`config.mk`:
```
export PLATFORM = sky130hd
export DESIGN_NAME = ifid_fetch_unit
export DESIGN_NICKNAME = d
export VERILOG_FILES = /design/src/rtl/fetch_pkg.sv /design/src/rtl/fetch_skid_reg.sv /design/src/rtl/ifid_fetch_unit.sv
export SDC_FILE = /design/constraint.sdc
export NUM_CORES = 1
export LEC_CHECK = 0
export CORE_MARGIN = 5
export CORE_UTILIZATION = 53
export CTS_BUF_LIST = sky130_fd_sc_hd__clkbuf_8
export CTS_CLUSTER_DIAMETER = 150
export CTS_CLUSTER_SIZE = 40
export DETAILED_ROUTE_END_ITERATION = 8
export PLACE_DENSITY = 0.82
export RECOVER_POWER = 25
export SETUP_SLACK_MARGIN = 0.1
export SYNTH_ARGS = -nofsm -noshare
export SYNTH_HDL_FRONTEND = slang
export SYNTH_SLANG_ARGS = --single-unit
```
`constraint.sdc`:
```
create_clock -name Clk -period 3.8 [get_ports Clk]
set_input_delay 0.76 -clock Clk [delete_from_list [all_inputs] [get_ports Clk]]
set_output_delay 0.76 -clock Clk [all_outputs]
set_load 0.02 [all_outputs]
```
`src/rtl/fetch_pkg.sv`:
```
// fetch_pkg: shared constants, control-word layout and state encoding for the fetch stage
package fetch_pkg;
   localparam logic [15:0] NOP = 16'h0000;
   localparam int CTRL_VALID = 0;
   localparam int CTRL_FIRST = 1;
   localparam int CTRL_PC_LSB = 4;
   localparam int CTRL_PC_W = 12;
   typedef enum logic [1:0] {IDLE, FETCH, STALL, FLUSH} fetch_state_t;
   function automatic logic [15:0] make_ctrl(input logic [15:0] pc, input logic first);
      logic [15:0] c;
      c = '0;
      c[CTRL_VALID] = 1'b1;
      c[CTRL_FIRST] = first;
      c[CTRL_PC_LSB +: CTRL_PC_W] = pc[CTRL_PC_W-1:0];
      return c;
   endfunction
endpackage

```
`src/rtl/fetch_skid_reg.sv`:
```
// fetch_skid_reg: one-entry holding register for a word that returns while the stage is stalled
module fetch_skid_reg
   import fetch_pkg::*;
(
   input  logic        clk,
   input  logic        rst,
   input  logic        load,
   input  logic        clear,
   input  logic        unload,
   input  logic [15:0] data_in,
   input  logic [15:0] tag_in,
   output logic [15:0] data,
   output logic [15:0] tag,
   output logic        valid
);
   // clear (redirect) beats load; unload empties the entry once presented
   always_ff @(posedge clk or posedge rst)
      if (rst) begin
         valid <= 1'b0;
         data  <= NOP;
         tag   <= '0;
      end else if (clear) begin
         valid <= 1'b0;
      end else if (load) begin
         valid <= 1'b1;
         data  <= data_in;
         tag   <= tag_in;
      end else if (unload) begin
         valid <= 1'b0;
      end
endmodule

```
`src/rtl/ifid_fetch_unit.sv`:
```
// ifid_fetch_unit: IF stage feeding the IF/ID buffer; FETCH_PERF_CNT_EN adds a fetch_count output
module ifid_fetch_unit
   import fetch_pkg::*;
#(
   parameter logic [15:0] RESET_PC = 16'h0000,
   parameter logic [15:0] PC_STEP  = 16'h0001
) (
   input  logic        Clk,
   input  logic        Reset,
   output logic        imem_rd,
   output logic [15:0] imem_addr,
   input  logic [15:0] imem_data,
   input  logic        stall,
   input  logic        redirect,
   input  logic [15:0] redirect_pc,
   output logic [15:0] OutInstr,
   output logic [15:0] OutCtrl,
   output logic        out_valid
`ifdef FETCH_PERF_CNT_EN
   ,
   output logic [15:0] fetch_count
`endif
);
   fetch_state_t state, state_nxt;
   logic [15:0] pc, infl_pc, skid_data, skid_tag;
   logic infl, infl_first, first_pend, skid_valid;
   // reads are issued whenever not stalled or redirecting; the STALL state issues on its release cycle
   always_comb begin
      state_nxt = (redirect && !stall) ? FLUSH : stall ? STALL : FETCH;
      imem_rd = (state != IDLE) && !stall && !redirect;
   end
   assign imem_addr = pc;
   assign out_valid = OutCtrl[CTRL_VALID];
   // state register
   always_ff @(posedge Clk or posedge Reset)
      if (Reset) state <= IDLE;
      else state <= state_nxt;
   // PC and in-flight read tracking; a redirect suppresses the read so the in-flight flag drops
   always_ff @(posedge Clk or posedge Reset)
      if (Reset) begin
         pc         <= RESET_PC;
         infl       <= 1'b0;
         infl_pc    <= RESET_PC;
         infl_first <= 1'b0;
         first_pend <= 1'b0;
      end else begin
         infl <= imem_rd;
         if (imem_rd) begin
            infl_pc    <= pc;
            infl_first <= first_pend;
         end
         pc <= redirect ? redirect_pc : imem_rd ? pc + PC_STEP : pc;
         first_pend <= redirect || (first_pend && !imem_rd);
      end
   fetch_skid_reg u_skid (
      .clk     (Clk),
      .rst     (Reset),
      .load    (stall && infl && !redirect),
      .clear   (redirect),
      .unload  (!stall && skid_valid),
      .data_in (imem_data),
      .tag_in  (make_ctrl(infl_pc, infl_first)),
      .data    (skid_data),
      .tag     (skid_tag),
      .valid   (skid_valid)
   );
   // output register: frozen on stall, NOP on redirect, skid word takes precedence over the live return
   always_ff @(posedge Clk or posedge Reset)
      if (Reset) begin
         OutInstr <= NOP;
         OutCtrl  <= '0;
      end else if (!stall) begin
         OutInstr <= redirect ? NOP : skid_valid ? skid_data : infl ? imem_data : NOP;
         OutCtrl  <= redirect ? '0 : skid_valid ? skid_tag : infl ? make_ctrl(infl_pc, infl_first) : '0;
      end
`ifdef FETCH_PERF_CNT_EN
   // counts cycles in which a valid instruction is handed on to IF/ID
   always_ff @(posedge Clk or posedge Reset)
      if (Reset) fetch_count <= '0;
      else if (out_valid && !stall) fetch_count <= fetch_count + 16'd1;
`endif
endmodule

```
==> summary.txt, run 1 <==
Global routing
  – Vias in the first global route: 3100
  – Largest net degree at the start of global routing: 54
  – Total track usage: 18.7%
  – Initial antenna violation count: 0
  – First-pass GRT wire length: 14.9 mm
  – Global route total overflow: 0

Clock network
  – Htree depth: 3
  – CTS buffer count: 9
  – Worst-Skew Late Latency: 0.36 ns
  – Clk sinks: 94
  – TritonCTS clock tree: done
  – Post-cts resize count: 0
  – Hold-fix buffers at CTS: 0
  – Largest buffer count on any clock path: 2
  – Post-CTS Setup Repair Bufs: 0
  – Root Driver: clkbuf_8
  – Worst-path clk slew: 0.09 ns

Cells and area
  – Final cell count without fillers: 564
  – Fin util: 68.6%
  – Layout area overhead: 26.8%
  – Final instance area: 0.00528 mm^2
  – Final nets: 494
  – ANT cells: 0
  – Fraction of layout cells with a size suffix above 1: 15.8%
  – Most common cell after layout, fill and taps aside: dfrtp_1
  – Commonest cells after routing, fill and taps aside: dfrtp_1 (94), clkdlybuf4s50_1 (81), nand2_1 (64)

Setup path
  – R2R Path Start: infl$_DFF_PP0_
  – Critical Path AT: 2.54 ns
  – Cell Chain, Critical Path: dlygate4sd3_1, o21bai_4, nor2_1, clkdlybuf4s50_1
  – Critical Path Source Type: input pin
  – CP Launch Point: stall
  – Worst-path fanout max: 15
  – CP top delay family: buffers and inverters
  – Crit-path slowest cell: clkdlybuf4s50_1
  – Buf+Inv Stages, Crit Path: 2
  – R2R depth: 3
  – Worst r2r dst: u_skid.data[5]$_DFFE_PP0P_
  – Setup CP Type: input pin to primary output
  – Crit end category: primary output
  – CP max stage delay: 0.64 ns
  – Required time worst endpoint: 3.04 ns
  – R2R Setup Slk: 1.88 ns

Power and ir drop
  – Pleak: 0.00220 uW
  – Gate power share: 17.2%
  – Worst vdd ir: 0.208 mV
  – Pwr dens: 464 mW/mm^2
  – Sw Pwr: 655 uW
  – Reg power frac: 52.2%
  – Clock power share: 30.6%
  – Sw frac: 26.8%
  – P_int: 1790 uW

Logic synthesis
  – Cell area after synthesis: 0.00416 mm^2
  – Flop and latch count out of synthesis: 94
  – Sequential cell area fraction in the yosys report: 56.5%
  – Synth warnings: 0
  – Synth unique cells: 34
  – Synth Instances: 383
  – Post-Syn Area per Cell: 10.9 um^2

Floorplan
  – Site Rows: 32
  – Core box area: 0.00769 mm^2
  – Chip height: 98.6 um
  – Initial Util: 54.1%
  – Die footprint: 0.00972 mm^2
  – Die W: 98.6 um
  – I/O pins: 86

Place
  – Placed instance area: 0.00504 mm^2
  – PortBufs: 83
  – Placement Setup Slack: 0.647 ns
  – Inst Count DP: 548
  – GPL Wtd Cong: 0.786
  – Post-DP HPWL: 6.01 mm

Routing
  – DRC violations left: 0
  – DRT iter0 DRCs: 162
  – Routed wire per std cell: 15.7 um
  – Post-DRT Antenna Nets: 0
  – Total length of routed wires: 8.83 mm
  – Initial DRT Pass Iterations: 4
  – Vias per inst: 5.46
  – Vias post-DR: 3082

STA
  – RSZ-0062 raised after global routing: false
  – Period utilization: 86.9%
  – Pins Over Slew Limit: 53
  – Fmax: 303 MHz
  – Clock skew: 0.00910 ns
  – Final Setup Violations: 0
  – Minimum clock period: 3.30 ns
  – Worst slew margin: -57.2%
  – Setup TNS: 0 ns
  – Final worst setup slack: 0.497 ns
  – Final Hold Fails: 0
  – Worst-Margin Slew: 2.35 ns

Outcome
  – Status: complete, but fails checks
  – Failing checks: capacitance limit, slew limit

Hold path
  – Hold Path End: u_skid.tag[0]$_DFFE_PP0P_
  – Hold_sp: u_skid.tag[0]$_DFFE_PP0P_
  – Min-delay worst type: flip-flop to flip-flop
  – Hold Path Cell Cnt: 1

Job
  – Max-cap viol count: 1
[registers in the layout (all words and copies together), names as in the netlist]
signal / cells
imem_addr: 16
infl_first: 1
u_skid.valid: 1
first_pend: 1
state: 2
infl_pc: 12
infl: 1
OutInstr: 16
OutCtrl: 14
u_skid.data: 16
u_skid.tag: 14
[layer usage]
layer  vias up  global-route usage (%)  routed length, um
met1      1513                    25.5               4060
met4         0                    6.93                142
met5         -                       0                  0
li1       1465                       -                  -
met2        91                    29.2               4130
met3        13                    4.53                497
[Yosys cell counts (all sizes together)]
master / number / share of area [%]
dfrtp: 94 / 57
nand2: 64 / 5.8
mux2: 42 / 11
o21ai: 42 / 5.1
nor2: 24 / 2.2
a21oi: 19 / 2.3
clkbuf: 17 / 1.5
a22oi: 15 / 2.7
buf: 10 / 1.8
xnor2: 9 / 1.9
nor3: 7 / 0.84
inv: 6 / 0.54
nand4: 5 / 0.75
nor4: 5 / 2.0
mux2i: 4 / 0.96
nand3: 4 / 0.72
nor2b: 4 / 0.60
nand2b: 2 / 0.30
a21o: 1 / 0.18
a221o: 1 / 0.24
a311oi: 1 / 0.21
and3: 1 / 0.15
conb: 1 / 0.090
ha: 1 / 0.30
nand3b: 1 / 0.18
o21bai: 1 / 0.45
or2: 1 / 0.15
xor2: 1 / 0.21
[stage by stage]
step,total power [uW],hold WS (ns)
final,2450,0.477
after global routing,2560,0.499
after CTS,2460,0.480
after detailed placement,1720,0.456
after global placement,1690,0.450
after floorplan,1530,0.435
[power by group through the flow]
stage               Clock, uW  Sequential (uW)  Combinational [uW]
global route              798             1300                 463
finish                    748             1280                 421
global placement            0             1280                 407
CTS                       762             1270                 428
floorplan                   0             1300                 235
detailed placement          0             1290                 425
[how the worst max path moves through the flow]
stage                                   endpoint  slack [ns]  cells past startpoint
after floorplan           OutCtrl[0]$_DFFE_PP0N_        0.59                      1
final                                    imem_rd        0.50                      4
after CTS                                imem_rd        0.61                      4
after global placement                   imem_rd        0.66                      4
after global routing                     imem_rd        0.45                      4
after detailed placement                 imem_rd        0.65                      4
[layout make-up]
type                            count  area [um^2]
Clock buffer                       11          151
Clock inverter                      5         81.3
Fill cell                         594         2410
Inverter                            6         23.8
Multi-Input combinational cell    257         1650
Sequential cell                    94         2350
Tap cell                          102          128
Timing Repair Buffer               89          888
[cell families after synthesis]
group           Yosys count  synth area share [%]
flops                    94                  56.5
fa+ha+maj                 1                 0.301
other cells               1                0.0901
compound gates           80                  11.1
buf+inv                  33                  3.91
xor+xnor                 10                  2.10
mux                      46                  12.3
simple gates            118                  13.6
Note: power is estimated with default switching activity, not from simulation.
==> inputs of run 2 (changes only) <==
- ABC_CLOCK_PERIOD_IN_PS: not set -> 3800
- CORE_MARGIN: 5 -> 2
==> summary.txt, run 2 (same netlist as run 1, synthesis figures left out) <==
Outcome
  – Status: complete, but fails checks
  – Failing checks: capacitance limit, slew limit

Setup path
  – Critical Path AT: 2.39 ns (-0.15 ns)
  – Critical Path Source Type: input pin
  – CP top delay family: buffers and inverters
  – Worst-path fanout max: 15 (unchanged)
  – CP endpoint: imem_rd
  – Required time worst endpoint: 3.04 ns (about the same)
  – CP Launch Point: stall
  – CP max stage delay: 0.63 ns (about the same)
  – Worst r2r dst: OutInstr[0]$_DFFE_PP0N_
  – Setup CP Type: input pin to primary output
  – Crit-path slowest cell: clkdlybuf4s50_1
  – Critical path depth: 4 (unchanged)
  – R2R Path Start: infl$_DFF_PP0_
  – R2R depth: 4 (+1)
  – Most frequent CP cell: clkdlybuf4s50_1
  – Cell Chain, Critical Path: clkdlybuf4s50_1, o21bai_4, nor2_1, clkdlybuf4s50_1
  – Crit end category: primary output
  – R2R Setup Slk: 2.04 ns (+0.16 ns)
  – Buf+Inv Stages, Crit Path: 2 (unchanged)

Floorplan
  – I/O pins: 86 (unchanged)
  – Die footprint: 0.00858 mm^2 (-12%)
  – Core box area: 0.00765 mm^2 (-0.52%)
  – Initial Util: 54.4% (+0.28 points)
  – Die W: 92.6 um (-6.1%)
  – Chip height: 92.6 um (-6.1%)
  – Site Rows: 32 (unchanged)

Clock network
  – CTS buffer count: 9 (unchanged)
  – Worst-path clk slew: 0.08 ns (about the same)
  – TritonCTS clock tree: done
  – Clk sinks: 94 (unchanged)
  – Root Driver: clkbuf_8
  – Hold-fix buffers at CTS: 0 (unchanged)
  – Post-CTS Setup Repair Bufs: 0 (unchanged)
  – Largest buffer count on any clock path: 2 (unchanged)
  – Htree depth: 3 (unchanged)
  – Post-cts resize count: 0 (unchanged)
  – Worst-Skew Late Latency: 0.36 ns (about the same)

STA
  – Fmax: 317 MHz (+4.9%)
  – Final Setup Violations: 0 (unchanged)
  – Worst slew margin: -28.2% (+29 points)
  – RSZ-0062 raised after global routing: false
  – Clock skew: 0.0126 ns (+0.00352 ns)
  – Worst-Margin Slew: 1.91 ns (-0.432 ns)
  – Final Hold Fails: 0 (unchanged)
  – Setup TNS: 0 ns (unchanged)
  – Minimum clock period: 3.15 ns (-0.153 ns)
  – Final worst setup slack: 0.650 ns (+0.153 ns)
  – Period utilization: 82.9% (-4.0 points)
  – Pins Over Slew Limit: 42 (-21%)

Power and ir drop
  – Pleak: 0.00220 uW (-0.10%)
  – P_int: 1710 uW (-4.8%)
  – Gate power share: 18.1% (+0.9 points)
  – Reg power frac: 53.9% (+1.7 points)
  – Clock power share: 28.0% (-2.6 points)
  – Sw Pwr: 653 uW (-0.34%)
  – Pwr dens: 449 mW/mm^2 (-3.3%)
  – Sw frac: 27.7% (+0.90 points)
  – Worst vdd ir: 0.214 mV (+2.9%)

Global routing
  – First-pass GRT wire length: 14.7 mm (-1.3%)
  – Largest net degree at the start of global routing: 54 (unchanged)
  – Vias in the first global route: 3083 (-0.55%)
  – Initial antenna violation count: 0 (unchanged)
  – Total track usage: 21.6% (+2.9 points)
  – Global route total overflow: 0 (unchanged)

Hold path
  – Min-delay worst type: flip-flop to flip-flop

Routing
  – Post-DRT Antenna Nets: 0 (unchanged)
  – Total length of routed wires: 8.75 mm (-0.97%)
  – Vias per inst: 5.47 (+0.15%)
  – Initial DRT Pass Iterations: 4 (unchanged)
  – Routed wire per std cell: 15.5 um (-1.1%)
  – Vias post-DR: 3092 (+0.32%)
  – DRT iter0 DRCs: 174 (+7.4%)
  – DRC violations left: 0 (unchanged)

Place
  – Placed instance area: 0.00506 mm^2 (+0.40%)
  – PortBufs: 83 (unchanged)
  – GPL Wtd Cong: 0.780 (-0.65%)
  – Placement Setup Slack: 0.664 ns (+0.0173 ns)
  – Post-DP HPWL: 5.94 mm (-1.1%)

Cells and area
  – Reg area: 0.00235 mm^2 (unchanged)
  – Final nets: 495 (+0.20%)
  – ANT cells: 0 (unchanged)
  – Most common cell after layout, fill and taps aside: dfrtp_1
  – Commonest cells after routing, fill and taps aside: dfrtp_1 (94), clkdlybuf4s50_1 (82), nand2_1 (64)
  – Filler cells: 582 (-2.0%)
  – Layout area overhead: 26.4%
  – Multi-input logic area: 0.00165 mm^2 (unchanged)
  – Final instance area: 0.00526 mm^2 (-0.26%)
  – Fraction of layout cells with a size suffix above 1: 16.0% (+0.18 points)

Job
  – Max-cap viol count: 1 (unchanged)
## run 2: worst min-delay path by stage
stage | startpoint | endpoint | slack (ns) | cells past startpoint
4_1_cts | u_skid.tag[0]$_DFFE_PP0P_ | u_skid.tag[0]$_DFFE_PP0P_ | 0.48 | 1
3_3_place_gp | u_skid.tag[0]$_DFFE_PP0P_ | u_skid.tag[0]$_DFFE_PP0P_ | 0.45 | 1
3_5_place_dp | u_skid.tag[0]$_DFFE_PP0P_ | u_skid.tag[0]$_DFFE_PP0P_ | 0.45 | 1
6_report | u_skid.tag[0]$_DFFE_PP0P_ | u_skid.tag[0]$_DFFE_PP0P_ | 0.48 | 1
2_1_floorplan | u_skid.tag[0]$_DFFE_PP0P_ | u_skid.tag[0]$_DFFE_PP0P_ | 0.44 | 1
5_1_grt | OutCtrl[4]$_DFFE_PP0N_ | OutCtrl[4]$_DFFE_PP0N_ | 0.51 | 2
## run 2: per-stage QoR
step	utilization [%]	hold slack, ns	power (uW)	std cells
finish	68.8	0.477	2360	565
floorplan	-	0.435	1530	384
detailed placement	66.2	0.453	1720	549
global placement	66.2	0.451	1690	549
global route	68.8	0.510	2470	565
CTS	68.8	0.477	2370	565
## run 2: cell type report
cell class | instances | area share (%)
inverter | 6 | 0.452
multi-input combinational | 257 | 31.4
timing repair buffer | 90 | 17.3
clock inverter | 6 | 1.17
tap | 102 | 2.43
clock buffer | 10 | 2.62
sequential | 94 | 44.7
## run 2: per-layer routing
metal	GRT usage, %	share of wire, %
met5	0	0
met4	8.82	1.4
met3	3.25	4.9
met2	35.0	48
met1	29.6	46
## run 2: power by group through the flow
stage                     clock network [uW]  logic (uW)  registers, uW
final                                    660         427           1270
after global routing                     705         468           1290
after CTS                                671         433           1270
after detailed placement                   0         431           1290
after global placement                     0         411           1280
after floorplan                            0         235           1300
